===== config.mk =====
export PLATFORM = sky130hd
export DESIGN_NAME = cla_addsub_pipe
export DESIGN_NICKNAME = d
export VERILOG_FILES = /design/src/rtl/cla_addsub_pipe.sv
export SDC_FILE = /design/constraint.sdc
export NUM_CORES = 1
export LEC_CHECK = 0
export CORE_MARGIN = 4
export CORE_UTILIZATION = 30
export CTS_BUF_LIST = sky130_fd_sc_hd__clkbuf_8
export DETAILED_ROUTE_END_ITERATION = 10
export PLACE_DENSITY = 0.5
export REMOVE_ABC_BUFFERS = 1
export SYNTH_ARGS = -nofsm -noshare
export SYNTH_HDL_FRONTEND = slang
export SYNTH_SLANG_ARGS = --single-unit

===== constraint.sdc =====
create_clock -name clk -period 7.5 [get_ports clk]
set_input_delay 1.875 -clock clk [delete_from_list [all_inputs] [get_ports clk]]
set_output_delay 1.875 -clock clk [all_outputs]
set_load 0.02 [all_outputs]

===== src/rtl/cla_addsub_pipe.sv =====
// Two-stage pipelined carry-lookahead adder/subtractor with a valid/ready handshake.
// Stage 1 forms bit and group propagate/generate; stage 2 resolves carries and flags.
module cla_addsub_pipe #(
  parameter int WIDTH = 16,
  parameter int GROUP = 4
) (
  input  logic             clk,
  input  logic             rst,
  input  logic             in_valid,
  output logic             in_ready,
  input  logic [WIDTH-1:0] a,
  input  logic [WIDTH-1:0] b,
  input  logic             cin,
  input  logic             sub,
  output logic             out_valid,
  input  logic             out_ready,
  output logic [WIDTH-1:0] sum,
  output logic             cout,
  output logic             ovf,
  output logic             zero
);

  localparam int NG = WIDTH / GROUP;

  if ((WIDTH % GROUP) != 0 || WIDTH < GROUP) begin : g_bad_width
    $error("cla_addsub_pipe: WIDTH must be a non-zero multiple of GROUP");
  end

  // Handshake: a beat moves on any edge where valid & ready are both high.
  // The whole pipe advances when the output slot is empty or being drained;
  // otherwise every stage holds, so in_ready is simply that advance condition.
  logic adv;
  assign adv      = !out_valid || out_ready;
  assign in_ready = adv;

  // ---------------- stage 1: propagate / generate ----------------
  logic [WIDTH-1:0] bb, p_c, g_c;
  logic             c0_c;
  logic [NG-1:0]    pb_c, gb_c;

  always_comb begin
    bb   = sub ? ~b : b;
    c0_c = sub ? 1'b1 : cin;
    p_c  = a ^ bb;
    g_c  = a & bb;
    pb_c = '0;
    gb_c = '0;
    for (int j = 0; j < NG; j++) begin
      logic term;
      term    = 1'b0;
      pb_c[j] = &p_c[j*GROUP +: GROUP];
      // Gb = G[n-1] | P[n-1]G[n-2] | ... | P[n-1]..P[1]G[0]
      for (int m = 0; m < GROUP; m++) begin
        term = g_c[j*GROUP + m];
        for (int q = m + 1; q < GROUP; q++) term = term & p_c[j*GROUP + q];
        gb_c[j] = gb_c[j] | term;
      end
    end
  end

  logic             s1_valid;
  logic [WIDTH-1:0] s1_p, s1_g;
  logic [NG-1:0]    s1_pb, s1_gb;
  logic             s1_c0, s1_amsb, s1_bmsb;

  always_ff @(posedge clk) begin
    if (rst) begin
      s1_valid <= 1'b0;
      s1_p     <= '0;
      s1_g     <= '0;
      s1_pb    <= '0;
      s1_gb    <= '0;
      s1_c0    <= 1'b0;
      s1_amsb  <= 1'b0;
      s1_bmsb  <= 1'b0;
    end else if (adv) begin
      s1_valid <= in_valid;
      s1_p     <= p_c;
      s1_g     <= g_c;
      s1_pb    <= pb_c;
      s1_gb    <= gb_c;
      s1_c0    <= c0_c;
      s1_amsb  <= a[WIDTH-1];
      s1_bmsb  <= bb[WIDTH-1];
    end
  end

  // ---------------- stage 2: carry resolution ----------------
  logic [NG:0]      gc;
  logic [WIDTH-1:0] bc, sum_c;
  logic             cout_c, ovf_c, zero_c;

  always_comb begin
    gc    = '0;
    bc    = '0;
    gc[0] = s1_c0;
    // Group carries in flattened form: every C_(j+1) sees c0 and all Gb directly.
    for (int j = 0; j < NG; j++) begin
      logic acc, t;
      acc = s1_c0;
      for (int q = 0; q <= j; q++) acc = acc & s1_pb[q];
      for (int k = 0; k <= j; k++) begin
        t = s1_gb[k];
        for (int q = k + 1; q <= j; q++) t = t & s1_pb[q];
        acc = acc | t;
      end
      gc[j+1] = acc;
    end
    for (int j = 0; j < NG; j++) begin
      for (int m = 0; m < GROUP; m++) begin
        logic acc, t;
        acc = gc[j];
        for (int q = 0; q < m; q++) acc = acc & s1_p[j*GROUP + q];
        for (int k = 0; k < m; k++) begin
          t = s1_g[j*GROUP + k];
          for (int q = k + 1; q < m; q++) t = t & s1_p[j*GROUP + q];
          acc = acc | t;
        end
        bc[j*GROUP + m] = acc;
      end
    end
    sum_c  = s1_p ^ bc;
    cout_c = gc[NG];
    ovf_c  = (s1_amsb == s1_bmsb) && (sum_c[WIDTH-1] != s1_amsb);
    zero_c = (sum_c == '0);
  end

  always_ff @(posedge clk) begin
    if (rst) begin
      out_valid <= 1'b0;
      sum       <= '0;
      cout      <= 1'b0;
      ovf       <= 1'b0;
      zero      <= 1'b0;
    end else if (adv) begin
      out_valid <= s1_valid;
      sum       <= sum_c;
      cout      <= cout_c;
      ovf       <= ovf_c;
      zero      <= zero_c;
    end
  end

endmodule

; ---- Yosys cells after proc, flatten, opt, wreduce, memory -nomap -nowiden
; Cells that the tools add are included.
[totals]
regBits = 63
input_bits = 38
wordCells = 133
[classes]
eq_ne = 2
muxes = 2
n_bitwise = 108
n_reduce_logical = 8
[op_table]
columns = operator, count
row1 = 1-bit bitwise AND, 58
row2 = 1-bit bitwise OR, 46
row3 = 16-bit bitwise XOR, 2
row4 = 16-bit bitwise AND, 1
row5 = 16-bit zero test, 1
row6 = 16-bit 2-to-1 mux, 1
row7 = 16-bit NOT, 1
row8 = 4-bit AND reduction, 4
row9 = 1-bit equality test, 1
row10 = 1-bit logical AND, 1
row11 = 1-bit zero test, 1
row12 = 1-bit logical OR, 1
row13 = 1-bit 2-to-1 mux, 1
row14 = 1-bit != test, 1

; ---- Depth between registers and ports, before layout
; Gate-level depths: netlist of the first run.
[logic_depth]
word_depth = 15
depth_mapped = 9

; ---- Worst setup path after synthesis of the first run
; No wires, ideal clock.
[synth_timing]
path_kind = input to output
startpoint = input port out_ready
endpoint = output port in_ready
t_arrival_ns = 2.682
path_slack_ns = 2.943
path_stages = 4
n_path_buf = 2
path_cell_list = and2b_2 > buf_4 > inv_2 > clkbuf_1
[synth_via]
elab_chain_cells = 1
[synth_lines]
columns = item, line
row1 = "start, declared", 16  ; input logic out_ready,
row2 = 1-bit logical OR, 33  ; assign adv = !out_valid || out_ready;
row3 = "end, declared", 10  ; output logic in_ready,
; No other way between the ends.

; ---- Worst setup path in the final report of the first run
; Ends and elaborated chain as after synthesis.

==> metrics.cfg, run 1 <==
[floorplan]
boundaryPins=59
die_x_um=106
rows=35
initial_utilization_pct=31.0
die_area_um2=11200
core_um2=9280
die_h_um=106

[setup_path]
crit_chain=clkdlybuf4s50_1, and2b_2, inv_2, clkdlybuf4s50_1
required_ps=5620
start_kind=input pin
cp-end-kind=primary output
startpoint=out_ready
worst-setup-path-type=in -> out
cp_data_arrival_time_ps=3940
max_stage_delay_ps=750
ff2ff_setup_slack_ps=4500
cp_common_cell=clkdlybuf4s50_1
worst_r2r_path_depth=9
crit_fanout=53
r2r-start=s1_c0$_SDFFE_PP0P_
crit_path_end=in_ready
crit_slowest_cell=clkdlybuf4s50_1
r2r-end=zero$_SDFFE_PP0P_

[synth]
synth-warning-count=0
syn_area_um2=2880
ys_async_sr_fraction_pct=0
netlist_instances=362
ys_ff_latch=60
synth-seq-area-share_pct=41.8
synth-main-ff-cell=dfxtp_1
ys_types=29
synth-edff-count=0
syn_area_per_cell_um2=7.94

[routing]
drt_iter0_drc=95
drt-total-wl_mm=7.12
detail-route-antenna-nets=0
dr.pass1.iters=4
drt-wirelength-per-cell_um=13.1
viasPerCell=4.71
remaining_drc_errors=0
num_vias=2561

[clocking]
clk_latency_ps=340
post_cts_buffers=0
ctsHtreeMaxLevel=3
cts.reportedPaths.clkPinSlew_ps=70
cts.sinks=60
holdBufCountCts=0
clockBufferDepth=2
cts_tree=yes
cts-root-buf=clkbuf_8
cts_resized=0
numCtsBuffers=9

[pwr]
p_leak_uw=0.00154
power_density_nw_per_um2=226
ir_drop_uv=95.0

[run_status]
status=complete, no violations

[timing]
worstMarginPinSlew_ps=1130
finalSetupViolCount=0
clock.fmax_mhz=172
slew_violations=0
finalHoldViolCount=0
clock-skew-final_ps=8.16
fin_crit_ps=5810
relSlewSlack_pct=24.6
fin_setup_tns_ps=0
rsz0062_at_grt=false
period_share_pct=77.5

[global_route]
grt_util_all_layers_pct=13.0
antenna_found_initial=0
grt_max_degree=68
grt_pass1_wl_mm=11.7
overflow=0
grt_pass1_vias=2441

[min_path]
hp-class=reg -> reg
min_path_cells=2

[place]
gp_congestion=0.736
port_buffers=58
dp.cells=528
hpwl_mm=4.88

[cells_and_area]
final_layout_size_suffix_gt1_share_pct=4.82
nets=468
diodes=0
area_growth_pct=29.9
instances_no_fill=544

[run]
drv_cap=0

## logic make-up after synthesis
logic type / count (synthesis) / share of synthesized area (%)
simple gates: 152 / 22.6
fa+ha+maj: 20 / 8.70
flops: 60 / 41.8
buf+inv: 23 / 3.13
xor+xnor: 19 / 5.79
compound gates: 88 / 18.0
## layout by cell type, fill, tap and decap left out
master,n
nor2_1,35
nand3_1,1
inv_1,1
a21o_1,3
o31a_1,4
ha_1,20
clkdlybuf4s50_1,57
o22ai_1,2
o211ai_1,1
bufinv_16,1
nand2_1,87
a211oi_1,10
dfxtp_1,60
nor4_1,4
nand4_1,4
clkinv_2,2
o211a_1,4
inv_2,1
clkinvlp_4,1
or4b_1,1
or3_4,1
and2b_2,1
clkbuf_8,11
xnor2_1,3
nor3_1,7
a311oi_1,1
buf_2,1
buf_4,1
and2_1,4
xor2_1,16
nor2b_1,4
or4_1,3
o21ai_0,8
a21oi_1,55
## worst min-delay path by stage
| stage | slack (ps) | from | to |
|---|---|---|---|
| 6_report | 450 | sum[15]$_SDFFE_PP0P_ | sum[15]$_SDFFE_PP0P_ |
| 3_5_place_dp | 450 | sum[5]$_SDFFE_PP0P_ | sum[5]$_SDFFE_PP0P_ |
| 4_1_cts | 460 | sum[15]$_SDFFE_PP0P_ | sum[15]$_SDFFE_PP0P_ |
| 5_1_grt | 480 | s1_valid$_SDFFE_PP0P_ | s1_valid$_SDFFE_PP0P_ |
| 3_3_place_gp | 440 | s1_valid$_SDFFE_PP0P_ | s1_valid$_SDFFE_PP0P_ |
| 2_1_floorplan | 430 | s1_valid$_SDFFE_PP0P_ | s1_valid$_SDFFE_PP0P_ |
## flip-flops by register name, indices dropped and copies added, names as in the netlist
signal / flops
s1_bmsb: 1
s1_p: 16
s1_pb: 4
sum: 16
s1_amsb: 1
s1_g: 12
ovf: 1
out_valid: 1
s1_c0: 1
cout: 1
s1_valid: 1
zero: 1
s1_gb: 4
## synth_stat cells, drive strengths merged (4+ instances only)
library cell	instances	area [µm²]
nand2	87	327
ha	20	250
nor2	35	131
o21ai	8	40.0
nor2b	4	25.0
dfxtp	60	1200
and2	4	25.0
a21oi	55	275
nor3	7	35.0
nand4	4	25.0
clkbuf	17	63.8
o31a	4	35.0
buf	5	22.5
a211oi	10	75.1
nor4	4	25.0
xor2	16	140
o211a	4	40.0
## stage by stage
step                      hold WS, ps  cell area, µm²  util (%)  total power [µW]  setup WS, ps
after floorplan                   426            2790         -               474          2500
after global placement            439            3530      38.1               554          1650
after detailed placement          448            3530      38.1               555          1670
after CTS                         458            3740      40.2               857          1660
after global routing              477            3740      40.2               895          1570
final                             451            3740      40.2               844          1690
## per-layer routing
layer | part of all wire [%] | routed length [µm] | global-route usage, %
met5 | 0 | 0 | 0
met4 | 1.3 | 92 | 5.00
met2 | 44 | 3130 | 19.3
met1 | 49 | 3470 | 17.9
met3 | 6.1 | 435 | 3.76
## critical path: cells and delay by family
family | cells | cell delay [ps]
buf+inv | 3 | 1820
simple gates | 1 | 220
## where the power goes
part	switching [µW]	total, µW	internal, µW
clock	129	298	169
combinational	92.4	178	86.0
sequential	19.0	367	348
total	240	844	604
## cell type report
cell class / instances / area, µm²
fill: 1019 / 5550
multi-input combinational: 279 / 1580
sequential: 60 / 1200
timing repair buffer: 59 / 583
tap: 129 / 161
clock buffer: 11 / 151
clock inverter: 5 / 51.3
inverter: 1 / 3.75
Note: power is estimated with default switching activity, not from simulation.
==> run 2, diff against run 1 <==
==> constraint.sdc (replaced) <==
create_clock -name clk -period 5.92 [get_ports clk]
set_input_delay 1.48 -clock clk [delete_from_list [all_inputs] [get_ports clk]]
set_output_delay 1.48 -clock clk [all_outputs]
set_load 0.02 [all_outputs]
==> run 2 against run 1 <==
Compared with the run above: combinational power is 27% higher; die area stayed put; sequential power is 27% higher; wire length is 0.79% higher; setup slack worse by 90 ps; global-route usage is 0.14 points higher; sequential cell count stayed put; via count is 0.62% lower; critical endpoint unchanged.
==> metrics.cfg, run 2 (synthesis gave the netlist of run 1 again) <==
[run_status]
status=complete, no violations  ; unchanged

[clocking]
ctsHtreeMaxLevel=3  ; unchanged
cts_resized=0  ; unchanged
clk_latency_ps=340  ; about the same
cts_tree=yes  ; unchanged
clockBufferDepth=2  ; unchanged
holdBufCountCts=0  ; unchanged
cts.sinks=60  ; unchanged
cts.reportedPaths.clkPinSlew_ps=70  ; about the same
cts-root-buf=clkbuf_8  ; unchanged
numCtsBuffers=9  ; unchanged
post_cts_buffers=0  ; unchanged

[floorplan]
die_h_um=106  ; unchanged
boundaryPins=59  ; unchanged
initial_utilization_pct=31.0  ; unchanged
die_area_um2=11200  ; unchanged
die_x_um=106  ; unchanged
core_um2=9280  ; unchanged
rows=35  ; unchanged

[routing]
dr.pass1.iters=7  ; was 4
viasPerCell=4.67  ; was 4.71
wl_met1_mm=3.67  ; was 3.47 mm
remaining_drc_errors=0  ; unchanged
drt-total-wl_mm=7.17  ; was 7.12 mm
wl_met2_mm=3.14  ; was 3.13 mm
drt-wirelength-per-cell_um=13.2  ; was 13.1 µm
detail-route-antenna-nets=0  ; unchanged
routed.top_layer=met4  ; unchanged
drt_iter0_drc=95  ; unchanged
route.met3.wl_um=333  ; was 435 µm
num_vias=2545  ; was 2561

[setup_path]
ff2ff_setup_slack_ps=2970  ; was 4500 ps
r2r-end=zero$_SDFFE_PP0P_  ; unchanged
worst-setup-path-type=in -> out  ; unchanged
r2r-start=s1_pb[0]$_SDFFE_PP0P_  ; was s1_c0$_SDFFE_PP0P_
cp_data_arrival_time_ps=2840  ; was 3940 ps
cp-end-kind=primary output  ; unchanged
worst_r2r_path_depth=9  ; unchanged
start_kind=input pin  ; unchanged
crit_fanout=2  ; was 53
required_ps=4440  ; was 5620 ps

[global_route]
grt_util_all_layers_pct=13.2  ; was 13.0%
antenna_found_initial=0  ; unchanged
grt_max_degree=68  ; unchanged
overflow=0  ; unchanged
grt_pass1_vias=2505  ; was 2441
grt_pass1_wl_mm=11.9  ; was 11.7 mm

[timing]
clock-skew-final_ps=12.1  ; was 8.16 ps
worstMarginPinSlew_ps=1150  ; was 1130 ps
slew_violations=0  ; unchanged
clock.fmax_mhz=231
finalHoldViolCount=0  ; unchanged
rsz0062_at_grt=false  ; unchanged
relSlewSlack_pct=23.4  ; was 24.6%
finalSetupViolCount=0  ; unchanged
fin_setup_tns_ps=0  ; unchanged
period_share_pct=73.1
fin_crit_ps=4320
whs_ps=450  ; was 451 ps

[cells_and_area]
nets=469  ; was 468
diodes=0  ; unchanged
top_regs=s1_p x16, sum x16, s1_g x12  ; unchanged
mostFrequentLayoutCell=nand2_1  ; unchanged
area_growth_pct=30.2  ; was 29.9%
final_layout_size_suffix_gt1_share_pct=5.29  ; was 4.82%
postLayoutCoreUtil_pct=40.3  ; was 40.2%
fill_cells=996  ; was 1019
final_cell_mix=nand2_1 (87), dfxtp_1 (60), clkdlybuf4s50_1 (57), a21oi_1 (55), nor2_1 (35)  ; unchanged
instances_no_fill=545  ; was 544

[place]
gp_congestion=0.742  ; was 0.736
port_buffers=58  ; unchanged
dp.cells=529  ; was 528
hpwl_mm=4.95  ; was 4.88 mm

[pwr]
ir_drop_uv=155  ; was 95.0 µV
power_density_nw_per_um2=285  ; was 226 nW/µm²
p_leak_uw=0.00155  ; was 0.00154 µW

[min_path]
holdPathEnd=sum[9]$_SDFFE_PP0P_  ; was sum[15]$_SDFFE_PP0P_
min_path_cells=2  ; unchanged
hp-start=sum[9]$_SDFFE_PP0P_  ; was sum[15]$_SDFFE_PP0P_
hp-class=reg -> reg  ; unchanged

[run]
drv_cap=0  ; unchanged

run 2: cell count changes in the layout (fill, tap and decap cells not counted), sizes merged:
| cell | before | now |
|---|---|---|
| clkinv | 2 | 4 |
| buf | 2 | 3 |
| clkinvlp | 1 | 0 |
| inv | 2 | 1 |
run 2: worst max path at each step:
stage	start	end	slack [ps]	cells past startpoint
after floorplan	out_ready	in_ready	1710	2
final	out_ready	in_ready	1600	4
after global routing	out_ready	in_ready	1560	4
after global placement	out_ready	in_ready	1590	4
after CTS	out_ready	in_ready	1600	4
after detailed placement	out_ready	in_ready	1600	4
run 2: cell type report:
| class | instances | area [µm²] | share of cell area (%) |
|---|---|---|---|
| Tap cell | 129 | 161 | 4.31 |
| Sequential cell | 60 | 1200 | 32.1 |
| Timing Repair Buffer | 60 | 591 | 15.8 |
| Clock inverter | 5 | 50.0 | 1.34 |
| Inverter | 1 | 3.75 | 0.100 |
| Clock buffer | 11 | 151 | 4.05 |
| Multi-Input combinational cell | 279 | 1580 | 42.3 |
run 2: report_power, final:
| part | total, µW | internal [µW] | switching (µW) | leakage (µW) |
|---|---|---|---|---|
| sequential | 465 | 441 | 23.6 | 0.000496 |
| combinational | 226 | 109 | 117 | 0.000945 |
| clock | 374 | 214 | 159 | 0.000109 |
run 2: metal layers:
layer | vias to the layer above | global-route usage [%]
li1 | 1342 | -
met1 | 1146 | 17.7
met2 | 55 | 20.4
met3 | 2 | 4.43
met4 | 0 | 3.05
met5 | - | 0
run 2: through the flow:
stage               worst slack [ps]  area [µm²]  total power (µW)
floorplan                       1710        2790               600
global placement                1590        3540               702
detailed placement              1600        3540               703
CTS                             1600        3740              1080
global route                    1560        3740              1130
finish                          1600        3740              1060
run 2: critical path, cell delays in order:
cell             delay (ps)
clkdlybuf4s50_1         440
and2b_2                 250
inv_2                    70
clkdlybuf4s50_1         600
==> run 3, diff against run 2 <==
==> constraint.sdc (replaced) <==
create_clock -name clk -period 4 [get_ports clk]
set_input_delay 1 -clock clk [delete_from_list [all_inputs] [get_ports clk]]
set_output_delay 1 -clock clk [all_outputs]
set_load 0.02 [all_outputs]
==> run 3 against run 2 <==
Compared with the run above: register-to-register slack worse by 2000 ps; sequential share of layout area is 0.35 points lower; first-iteration DRC count is 18% higher; count of clock-buffer cells in the layout is 1 higher; combinational power is 49% higher; highest routed layer unchanged; global-route usage is 0.41 points higher; via count is 0.43% higher; setup slack worse by 980 ps; cell count is 0.18% higher; largest cell class unchanged.
==> metrics.cfg, run 3 (synthesis gave the netlist of run 1 again) <==
[run]
drv_cap=0  ; unchanged

[run_status]
status=complete, no violations  ; unchanged

[floorplan]
core_um2=9280  ; unchanged
initial_utilization_pct=31.0  ; unchanged
die_area_um2=11200  ; unchanged
die_h_um=106  ; unchanged
rows=35  ; unchanged
boundaryPins=59  ; unchanged
die_x_um=106  ; unchanged

[setup_path]
worst_r2r_path_depth=9  ; unchanged
cp_data_arrival_time_ps=2390  ; was 2840 ps
cp-end-kind=primary output  ; unchanged
start_kind=input pin  ; unchanged
required_ps=3000  ; was 4440 ps
crit_fanout=3  ; was 2
r2r-start=s1_pb[0]$_SDFFE_PP0P_  ; unchanged
max_stage_delay_ps=600  ; about the same
crit_family=buffers and inverters  ; unchanged
crit_slowest_cell=clkdlybuf4s50_1  ; unchanged
r2r-end=zero$_SDFFE_PP0P_  ; unchanged
cp_common_cell=clkdlybuf4s50_1  ; unchanged
crit_chain=clkdlybuf4s50_1, and2b_2, inv_2, clkdlybuf4s50_1  ; unchanged
worst-setup-path-type=in -> out  ; unchanged
cp_num_buf_inv=3  ; unchanged
ff2ff_setup_slack_ps=1000  ; was 2970 ps

[cells_and_area]
final_layout_size_suffix_gt1_share_pct=5.52  ; was 5.29%
mostFrequentLayoutCell=nand2_1  ; unchanged
area_growth_pct=31.6  ; was 30.2%
top_regs=s1_p x16, sum x16, s1_g x12  ; unchanged
instances_no_fill=546  ; was 545
final_cell_mix=nand2_1 (87), dfxtp_1 (60), clkdlybuf4s50_1 (57), a21oi_1 (55), nor2_1 (35)  ; unchanged
diodes=0  ; unchanged
seq_area_um2=1200  ; unchanged
nets=470  ; was 469
multi_input_area_um2=1580  ; unchanged
fill_cells=1000  ; was 996
postLayoutCoreUtil_pct=40.8  ; was 40.3%

[routing]
dr.pass1.iters=4  ; was 7
drt_iter0_drc=112  ; was 95
num_vias=2556  ; was 2545
drt-total-wl_mm=7.23  ; was 7.17 mm
drt-wirelength-per-cell_um=13.2  ; about the same
remaining_drc_errors=0  ; unchanged
viasPerCell=4.68  ; was 4.67
detail-route-antenna-nets=0  ; unchanged

[pwr]
p_seq_share_pct=41.3  ; was 43.7%
ir_drop_uv=190  ; was 155 µV
power_density_nw_per_um2=441  ; was 285 nW/µm²
p_int_uw=1220  ; was 765 µW
clockPowerShare_pct=38.5  ; was 35.1%
swShare_pct=27.2  ; was 28.1%
p_leak_uw=0.00157  ; was 0.00155 µW
p_sw_uw=453  ; was 300 µW
combPwrFrac_pct=20.2  ; was 21.2%

[timing]
whs_ps=447  ; was 450 ps
clock-skew-final_ps=10.7  ; was 12.1 ps
worstMarginPinSlew_ps=1110  ; was 1150 ps
period_share_pct=84.6
fin_setup_tns_ps=0  ; unchanged
fin_crit_ps=3390
finalHoldViolCount=0  ; unchanged
rsz0062_at_grt=false  ; unchanged
slew_violations=0  ; unchanged
relSlewSlack_pct=25.8  ; was 23.4%
finalSetupViolCount=0  ; unchanged
setup_slack_ps=615  ; was 1600 ps
clock.fmax_mhz=295

[clocking]
clk_latency_ps=340  ; about the same
ctsHtreeMaxLevel=3  ; unchanged
cts_tree=yes  ; unchanged
clockBufferDepth=2  ; unchanged
cts-root-buf=clkbuf_8  ; unchanged
cts.sinks=60  ; unchanged
cts.reportedPaths.clkPinSlew_ps=70  ; about the same
post_cts_buffers=0  ; unchanged
numCtsBuffers=9  ; unchanged
cts_resized=0  ; unchanged
holdBufCountCts=0  ; unchanged

[min_path]
hp-start=sum[14]$_SDFFE_PP0P_  ; was sum[9]$_SDFFE_PP0P_
holdPathEnd=sum[14]$_SDFFE_PP0P_  ; was sum[9]$_SDFFE_PP0P_
hp-class=reg -> reg  ; unchanged
min_path_cells=2  ; unchanged

[place]
dp.cells=530  ; was 529
hpwl_mm=5.02  ; was 4.95 mm
place_ws_ps=632  ; was 1600 ps
port_buffers=58  ; unchanged
gp_congestion=0.746  ; was 0.742

[global_route]
overflow=0  ; unchanged
grt_pass1_vias=2438  ; was 2505
antenna_found_initial=0  ; unchanged
grt_pass1_wl_mm=12.2  ; was 11.9 mm
grt_max_degree=67  ; was 68
grt_util_all_layers_pct=13.6  ; was 13.2%

[run 3: layer usage]
layer	vias to the layer above	share of wire [%]	track usage, %
li1	1343	-	-
met1	1152	51	19.6
met2	54	43	19.6
met3	7	4.4	2.85
met4	0	1.2	5.55
met5	-	0	0
[run 3: worst max path at each step]
stage	start	endpoint	slack (ps)	depth (start not counted)
detailed placement	out_ready	in_ready	630	4
floorplan	out_ready	in_ready	750	2
global placement	out_ready	in_ready	620	4
finish	out_ready	in_ready	610	4
CTS	out_ready	in_ready	610	4
global route	out_ready	in_ready	580	4
[run 3: worst register-to-register path: stages, from the launching register on]
cell and delay, ps:
dfxtp_1 310, a21o_1 190, a21o_1 220, a21o_1 210, ha_1 300, or4_1 430
a211oi_1 250, or4b_1 440, or4_1 470, a21oi_1 120
[run 3: power by group through the flow]
stage	logic, µW	clock network, µW	registers (µW)
after floorplan	168	0	721
after global placement	339	0	701
after detailed placement	340	0	703
after CTS	343	657	690
after global routing	380	682	697
final	337	643	689
[run 3: layout make-up]
type	instances	share of cell area, %
inverters	1	0.0992
clock inverters	4	1.85
repair buffers	61	15.8
flip-flops and latches	60	31.7
clock buffers	12	4.37
well taps	129	4.27
multi-input cells	279	41.9
[run 3: metrics by stage]
stage | area (µm²) | power (µW)
floorplan | 2790 | 888
CTS | 3780 | 1690
global placement | 3550 | 1040
global route | 3780 | 1760
detailed placement | 3550 | 1040
finish | 3780 | 1670
